## src/rtl/sync_fifo_pkg.sv

```systemverilog
// rtl/sync_fifo_pkg.sv - shared constants and sizing helpers for the synchronous FIFO
//
// Contents:
//   FIFO_DATA_WIDTH, FIFO_DEPTH : default configuration (2 entries of 2 bits)
//   PTR_W, CNT_W                : pointer and occupancy widths for the default depth
//   ptr_width(), cnt_width()    : the same sizing rule for any depth
package sync_fifo_pkg;

    localparam int FIFO_DATA_WIDTH = 2;
    localparam int FIFO_DEPTH      = 2;

    localparam int PTR_W = $clog2(FIFO_DEPTH);
    localparam int CNT_W = PTR_W + 1;

    // Pointers index DEPTH entries and wrap naturally because DEPTH is a power of two.
    function automatic int ptr_width(input int depth);
        return $clog2(depth);
    endfunction

    // Occupancy must represent 0..DEPTH inclusive, hence one extra bit.
    function automatic int cnt_width(input int depth);
        return $clog2(depth) + 1;
    endfunction

endpackage

```

## src/rtl/sync_fifo_mem.sv

```systemverilog
// rtl/sync_fifo_mem.sv - register-array storage with one write port and an asynchronous read port
//
// Ports:
//   clk   : rising-edge clock
//   rst   : asynchronous active-high reset, clears every word to 0
//   we    : write enable
//   waddr : write address
//   wdata : write data
//   raddr : read address
//   rdata : combinational read data, mem[raddr]
module sync_fifo_mem
    import sync_fifo_pkg::*;
#(
    parameter int DATA_WIDTH = FIFO_DATA_WIDTH,
    parameter int DEPTH      = FIFO_DEPTH,
    parameter int AW         = ptr_width(DEPTH)
) (
    input  logic                  clk,
    input  logic                  rst,
    input  logic                  we,
    input  logic [AW-1:0]         waddr,
    input  logic [DATA_WIDTH-1:0] wdata,
    input  logic [AW-1:0]         raddr,
    output logic [DATA_WIDTH-1:0] rdata
);

    logic [DATA_WIDTH-1:0] mem [DEPTH];

    // Words are cleared only by reset; the FIFO never scrubs popped slots, so a
    // stale word stays visible on rdata until it is overwritten.
    always_ff @(posedge clk or posedge rst) begin
        if (rst) begin
            mem <= '{default: '0};
        end else if (we) begin
            mem[waddr] <= wdata;
        end
    end

    assign rdata = mem[raddr];

endmodule

```

## src/rtl/sync_fifo.sv

```systemverilog
// rtl/sync_fifo.sv - single-clock first-word-fall-through FIFO
//
// Ports:
//   clk   : rising-edge clock
//   rst   : asynchronous active-high reset
//   din   : write data, captured when a push is accepted
//   push  : write request, ignored while full
//   pop   : read request, ignored while empty
//   dout  : head entry mem[rd_ptr], combinational (stale when empty)
//   empty : occupancy == 0
//   full  : occupancy == DEPTH
module sync_fifo
    import sync_fifo_pkg::*;
#(
    parameter int DATA_WIDTH = FIFO_DATA_WIDTH,
    parameter int DEPTH      = FIFO_DEPTH
) (
    input  logic                  clk,
    input  logic                  rst,
    input  logic [DATA_WIDTH-1:0] din,
    input  logic                  push,
    input  logic                  pop,
    output logic [DATA_WIDTH-1:0] dout,
    output logic                  empty,
    output logic                  full
);

    localparam int AW = ptr_width(DEPTH);
    localparam int CW = cnt_width(DEPTH);

    logic [AW-1:0] rd_ptr;
    logic [AW-1:0] wr_ptr;
    logic [CW-1:0] count;
    logic          push_ok;
    logic          pop_ok;

    // Flags come only from the registered count, so push/pop never reach them
    // combinationally. This is what makes push-while-full and pop-while-empty
    // resolve against the state before the edge.
    assign empty   = (count == '0);
    assign full    = (count == CW'(DEPTH));
    assign push_ok = push & ~full;
    assign pop_ok  = pop & ~empty;

    always_ff @(posedge clk or posedge rst) begin
        if (rst) begin
            rd_ptr <= '0;
            wr_ptr <= '0;
            count  <= '0;
        end else begin
            if (push_ok) begin
                wr_ptr <= wr_ptr + AW'(1);
            end
            if (pop_ok) begin
                rd_ptr <= rd_ptr + AW'(1);
            end
            // Accepted push and pop together leave occupancy unchanged.
            if (push_ok && !pop_ok) begin
                count <= count + CW'(1);
            end else if (pop_ok && !push_ok) begin
                count <= count - CW'(1);
            end
        end
    end

    sync_fifo_mem #(
        .DATA_WIDTH (DATA_WIDTH),
        .DEPTH      (DEPTH),
        .AW         (AW)
    ) u_mem (
        .clk   (clk),
        .rst   (rst),
        .we    (push_ok),
        .waddr (wr_ptr),
        .wdata (din),
        .raddr (rd_ptr),
        .rdata (dout)
    );

endmodule

```

## config.mk

```make
export PLATFORM = sky130hd
export DESIGN_NAME = sync_fifo
export DESIGN_NICKNAME = d
export VERILOG_FILES = /design/src/rtl/sync_fifo_pkg.sv /design/src/rtl/sync_fifo_mem.sv /design/src/rtl/sync_fifo.sv
export SDC_FILE = /design/constraint.sdc
export NUM_CORES = 1
export LEC_CHECK = 0
export ABC_AREA = 1
export ABC_CLOCK_PERIOD_IN_PS = 1550
export CAP_MARGIN = 20
export CORE_AREA = 2 2 39 41
export DETAILED_ROUTE_END_ITERATION = 10
export DIE_AREA = 0 0 41 43
export GPL_TIMING_DRIVEN = 1
export REMOVE_ABC_BUFFERS = 1
export SETUP_SLACK_MARGIN = 0.4
export SLEW_MARGIN = 20
export SYNTH_ARGS = -nofsm -noshare
export SYNTH_HDL_FRONTEND = slang
export SYNTH_HIERARCHICAL = 1
export SYNTH_SLANG_ARGS = --single-unit
export TNS_END_PERCENT = 20
```

## constraint.sdc

```tcl
create_clock -name clk -period 1.55 [get_ports clk]
set_input_delay 0.31 -clock clk [delete_from_list [all_inputs] [get_ports clk]]
set_output_delay 0.31 -clock clk [all_outputs]
set_load 0.02 [all_outputs]
```

## Yosys cells after proc, flatten, opt, wreduce, memory -nomap -nowiden

Index checks and enable logic that the tools add are counted.
W data, S select, Z words.

| storage, ports and cells | value |
|---|---|
| register bits | 8 |
| latch bits | 0 |
| RAM bits | 0 |
| ROM bits | 0 |
| bits of input ports | 6 |
| output and inout bits | 4 |
| logic and storage cells | 34 |
| memories | 0 |

| cells by class | value |
|---|---|
| add/sub/neg operators | 4 |
| multiply operators | 0 |
| divide/modulo/power cells | 0 |
| $lt $le $gt $ge | 3 |
| equality and inequality tests | 1 |
| shift operators | 0 |
| multiplexer cells | 8 |
| bitwise operators | 6 |
| reductions and logical operators | 7 |

Operator list:

| operator | number |
|---|---|
| $mux W2 | 6 |
| $bwmux W4 | 1 |
| $ge A2 B2 Y1 const B | 2 |
| $not A1 Y2 | 2 |
| $logic_and A1 B1 Y1 | 3 |
| $add A1 B1 Y1 const B | 2 |
| $add A2 B1 Y2 const B | 1 |
| $and A1 B1 Y1 | 2 |
| $demux W2 S1 | 1 |
| $eq A2 B2 Y1 const B | 1 |
| $logic_not A1 Y1 | 2 |
| $logic_not A2 Y1 | 1 |
| $lt A2 B1 Y1 const B | 1 |
| $not A1 Y1 | 2 |
| $reduce_bool A2 Y1 | 1 |
| $sub A2 B1 Y2 const B | 1 |

## Depth between registers and ports, before layout

Gate-level depths: netlist (run 1).

| logic depth | value |
|---|---|
| depth after elaboration | 7 |
| depth in mapped cells | 9 |
| gate-level depth less buffers | 9 |

## Hierarchy

Netlist (run 1), hierarchy kept.

By module, submodules not included:

| module | instances | cells an instance | area an instance (µm²) | seq. area each (µm²) |
|---|---|---|---|---|
| sync_fifo | 1 | 30 | 231.5 | 100.1 |
| sync_fifo_mem | 1 | 26 | 190.2 | 100.1 |

## Worst setup path after synthesis (run 1)

No wires, ideal clock.

| timing path | value |
|---|---|
| path kind | register -> register |
| from | register count[0] |
| to | register count[1] |
| setup time | 0.117 ns |
| arrival | 1.386 ns |
| required time | 1.433 ns |
| path slack | 0.047 ns |
| cell stages (with the launch flop) | 8 |
| path buffers | 0 |
| clock period less this slack | 1.503 ns |
| cells stage by stage | dfrtp_1 nor2_2 nor2_4 ha_1 inv_1 nand3_1 nand2_1 nand2_1 |

| on the way | value |
|---|---|
| word-level cells in the longest chain between the ends | 6 |
| elaborated cells on any way between the ends | 15 |
| classes of those cells | add/sub: 2; eq/ne: 1; mux: 2; bitwise: 4; reduce/logical: 6 |

RTL lines:

| item | RTL line | source |
|---|---|---|
| start, declared | sync_fifo.sv:33 | `logic [CW-1:0] count;` |
| start signal, assigned | sync_fifo.sv:59 | `count <= count + CW'(1);` |
| start signal, assigned | sync_fifo.sv:61 | `count <= count - CW'(1);` |
| $eq A2 B2 Y1 (*) | sync_fifo.sv:41 | `assign full = (count == CW'(DEPTH));` |
| net full | sync_fifo.sv:25 | `output logic full` |
| $not A1 Y1 (*) | sync_fifo.sv:42 | `assign push_ok = push & ~full;` |
| $and A1 B1 Y1 (*) | sync_fifo.sv:42 |  |
| net push_ok | sync_fifo.sv:34 | `logic push_ok;` |
| $logic_not A1 Y1 | sync_fifo.sv:60 | `end else if (pop_ok && !push_ok) begin` |
| $logic_and A1 B1 Y1 | sync_fifo.sv:60 |  |
| $reduce_bool A2 Y1 (no source line) | -- |  |

Mark *: on every way through the listed nets, which the timed path passes. The rest lies on a longest branch. The select of a mux whose other input is x is not followed.
A chain may end at the register's enable or synchronous reset.

## Final worst setup path (run 1)

| timing path | value |
|---|---|
| from | register count[1] |
| to | output full |

| on the way | value |
|---|---|
| word-level cells in the longest chain between the ends | 1 |

RTL lines:

| item | RTL line |
|---|---|
| $eq A2 B2 Y1 | sync_fifo.sv:41 |
| end, declared | sync_fifo.sv:25 |

No other way between the ends.

==> results of run 1 <==
[final timing paths]
check | start | end | slack (ns)
worst max-delay path | count[1]$_DFFE_PP0P_ | full | 0.22
worst min-delay path | rst | u_mem/mem[0]$_DFFE_PP0P_ | 0.27
worst max register to register | count[1]$_DFFE_PP0P_ | count[1]$_DFFE_PP0P_ | 0.22
worst min register to register | u_mem/mem[3]$_DFFE_PP0P_ | u_mem/mem[3]$_DFFE_PP0P_ | 0.47
max in group asynchronous | rst | wr_ptr$_DFFE_PP0P_ | 1.10
min in group clk | u_mem/mem[3]$_DFFE_PP0P_ | u_mem/mem[3]$_DFFE_PP0P_ | 0.47
[flip-flops by register name, summed over array words and instances (netlist names)]
name       cells
u_mem/mem      4
count          2
wr_ptr         1
rd_ptr         1
[power by group]
| part | internal, mW | switching, mW |
|---|---|---|
| Sequential | 0.315 | 0.0970 |
| Combinational | 0.404 | 0.404 |
| Clock | 0.0886 | 0.0706 |
| Total | 0.807 | 0.571 |
[layout make-up]
cell class	count	area share, %
repair buffers	19	23.52
inverters	11	6.692
multi-input cells	37	32.70
flip-flops and latches	8	30.59
clock buffers	3	3.442
well taps	16	3.059
[synth_stat cells (all sizes together)]
master and count:
nand2 21, nand3 5, nand4 1, nor2 3, dfrtp 8, ha 1
nand3b 1, o21ai 4, xnor2 1, inv 11
[cells by family after synthesis]
family / Yosys count
XOR/XNOR: 1
buffers and inverters: 11
flip-flops: 8
AND/OR/NAND/NOR: 31
adder cells (fa/ha/maj): 1
AO/OA/AOI/OAI: 4
[layout by cell type, fill, tap and decap left out, drive strengths merged]
cell type and n:
nand2 21, buf 14, inv 11, dfrtp 8
clkdlybuf4s50 5, nand3 5, o21ai 4, clkbuf 3
nor2 3, nand3b 1, xnor2 1, nand4 1
ha 1
[routing by layer]
metal	vias up	global-route usage, %	part of all wire (%)	routed length [um]
met5	-	0	0	0
met3	2	3.141	2.2	20
met1	201	15.05	43	387
li1	216	-	-	-
met2	9	18.13	53	475
met4	0	12.00	2.1	19
[critical path, cell delays in order, from the launching register on]
cell and delay (ns):
dfrtp_1 0.40, inv_2 0.06, nor2_2 0.13, buf_2 0.18
[metrics by stage]
step / cell area, sq um / util [%]
2_1_floorplan: 421.7 / -
3_3_place_gp: 561.8 / 40.60
3_5_place_dp: 561.8 / 40.60
4_1_cts: 628.1 / 45.39
5_1_grt: 654.4 / 47.29
6_report: 654.4 / 47.29
[what timing repair did]
item | in CTS | in global routing
endpoints found under the setup margin | 10 | 11
endpoints found under the hold margin | 0 | 0
pin swaps | 6 | 5
setup buffers | 4 | 2
gates resized for setup | 26 | 5
hold buffers | 0 | 0
==> impl_metrics.env, run 1 <==
export IMPL_place_gp_congestion=0.7385
export IMPL_postSynthAreaPerCell_sq_um=7.530
export IMPL_port_buffers=9
export IMPL_avgViaCountPerCell=4.553
export IMPL_grt_pass1_wl_um=1449
export IMPL_ys_warn_count=6
export IMPL_ff_latch_area_sq_um=200.2
export IMPL_drc=0
export IMPL_tns_ns=0
export IMPL_max_freq_ghz=0.7518
export IMPL_hold_slack_ns=0.2719
export IMPL_die_w_um=41
export IMPL_die_area_sq_mm=0.001763
export IMPL_ys_seq_area_share_pct=47.48
export IMPL_totalPowerFinal_mw=1.379
export IMPL_drtAntennaViolNets=0
export IMPL_yosys_area_share_simple_pct=32.94
export IMPL_syn_to_final_growth_pct=55.19
export IMPL_grt_overflow_total=0
export IMPL_tightestPinTransition_ns=0.1943
export IMPL_timing_final_ws_setup_ns=0.2199
export IMPL_synth_area_sq_um=421.7
export IMPL_diodes=0
export IMPL_synth_area_leaders="dfrtp_1, nand2_1, inv_1"
export IMPL_routedWlPerCell_um=9.606
export IMPL_vdd_drop_max_v=0.001003
export IMPL_relSlewSlack_pct=87.05
export IMPL_finalMaxSlewViolations=0
export IMPL_fin_cells=94
export IMPL_synth_top_area_share_pct=47.48
export IMPL_synth_adder_area_share_pct=2.967
export IMPL_clock_skew_ns=0.002852
export IMPL_post_route_period_util_pct=85.81
export IMPL_synthCells=56
export IMPL_grt_util_all_layers_pct=12.91
export IMPL_antenna_found_initial=0
export IMPL_insertion_delay_ns=0.25
export IMPL_vias=428
export IMPL_synth_cell_types=14
export IMPL_grt_pass1_vias=361
export IMPL_drt_total_wl_um=903
export IMPL_p_per_area_mw_per_mm2=2107
export IMPL_layout_drive_gt1_share_pct=35.90
export IMPL_nets=87
export IMPL_post_place_cells=85
export IMPL_grt_max_degree=8
export IMPL_drt_iter0_markers=12
export IMPL_max_cap_viol_count=0
export IMPL_synth_largest_area_cell="dfrtp_1"
export IMPL_dieHeight_um=43
export IMPL_status="completed"
export IMPL_hp_class="in2async"
export IMPL_synth_top_family_by_area="simple AND/OR/NAND/NOR gates"
export IMPL_synth_area_mux_share_pct=0
export IMPL_rsz0062_at_grt="true"
export IMPL_cp_start_kind="flip-flop"
export IMPL_r2r_cells=9
export IMPL_fin_crit_ns=1.330
export IMPL_path_clk_slew_ns=0.06
export IMPL_rows=14
export IMPL_nFillCells=142
export IMPL_critPathRequiredTime_ns=1.24
export IMPL_arrival_ns=1.02
export IMPL_start_util_pct=30.47
export IMPL_cts_num_sinks=8
export IMPL_setup_violations=0
export IMPL_synth_seq_cells=8
export IMPL_place_ws_ns=-0.03552
export IMPL_tritoncts="built"
export IMPL_synth_compound_area_share_pct=4.748
export IMPL_total_leakage_power_nw=0.3463
export IMPL_multi_input_area_sq_um=214.0
export IMPL_cts_buffer_depth=2
export IMPL_cp_max_fo=4
export IMPL_numCtsBuffers=3
export IMPL_cts_max_level=1
export IMPL_drt_pass1_iter_count=4
export IMPL_design_core_area_sq_mm=0.001384
export IMPL_hold_viol=0
export IMPL_root_buffer="clkbuf_4"
export IMPL_io_pins=10
export IMPL_dp_hpwl_um=621.2
export IMPL_endpoint_kind="output pin"
export IMPL_critPathKind="reg2out"
export IMPL_synth_xor_area_share_pct=2.077
Note: power is estimated with default switching activity, not from simulation.
==> run 2: changes to the inputs <==
--- a/config.mk
+++ b/config.mk
@@ -12,6 +12,7 @@
 export DETAILED_ROUTE_END_ITERATION = 10
 export DIE_AREA = 0 0 41 43
 export GPL_TIMING_DRIVEN = 1
+export MAX_ROUTING_LAYER = met4
 export REMOVE_ABC_BUFFERS = 1
 export SETUP_SLACK_MARGIN = 0.4
 export SLEW_MARGIN = 20
==> results of run 2 <==
No change in the layout: final DEF, timing and power equal those of run 1.
Main changes from that run: final weighted congestion in routability-driven placement 0.7385 -> 0.7477; overall routing resource usage 12.91% -> 13.23%
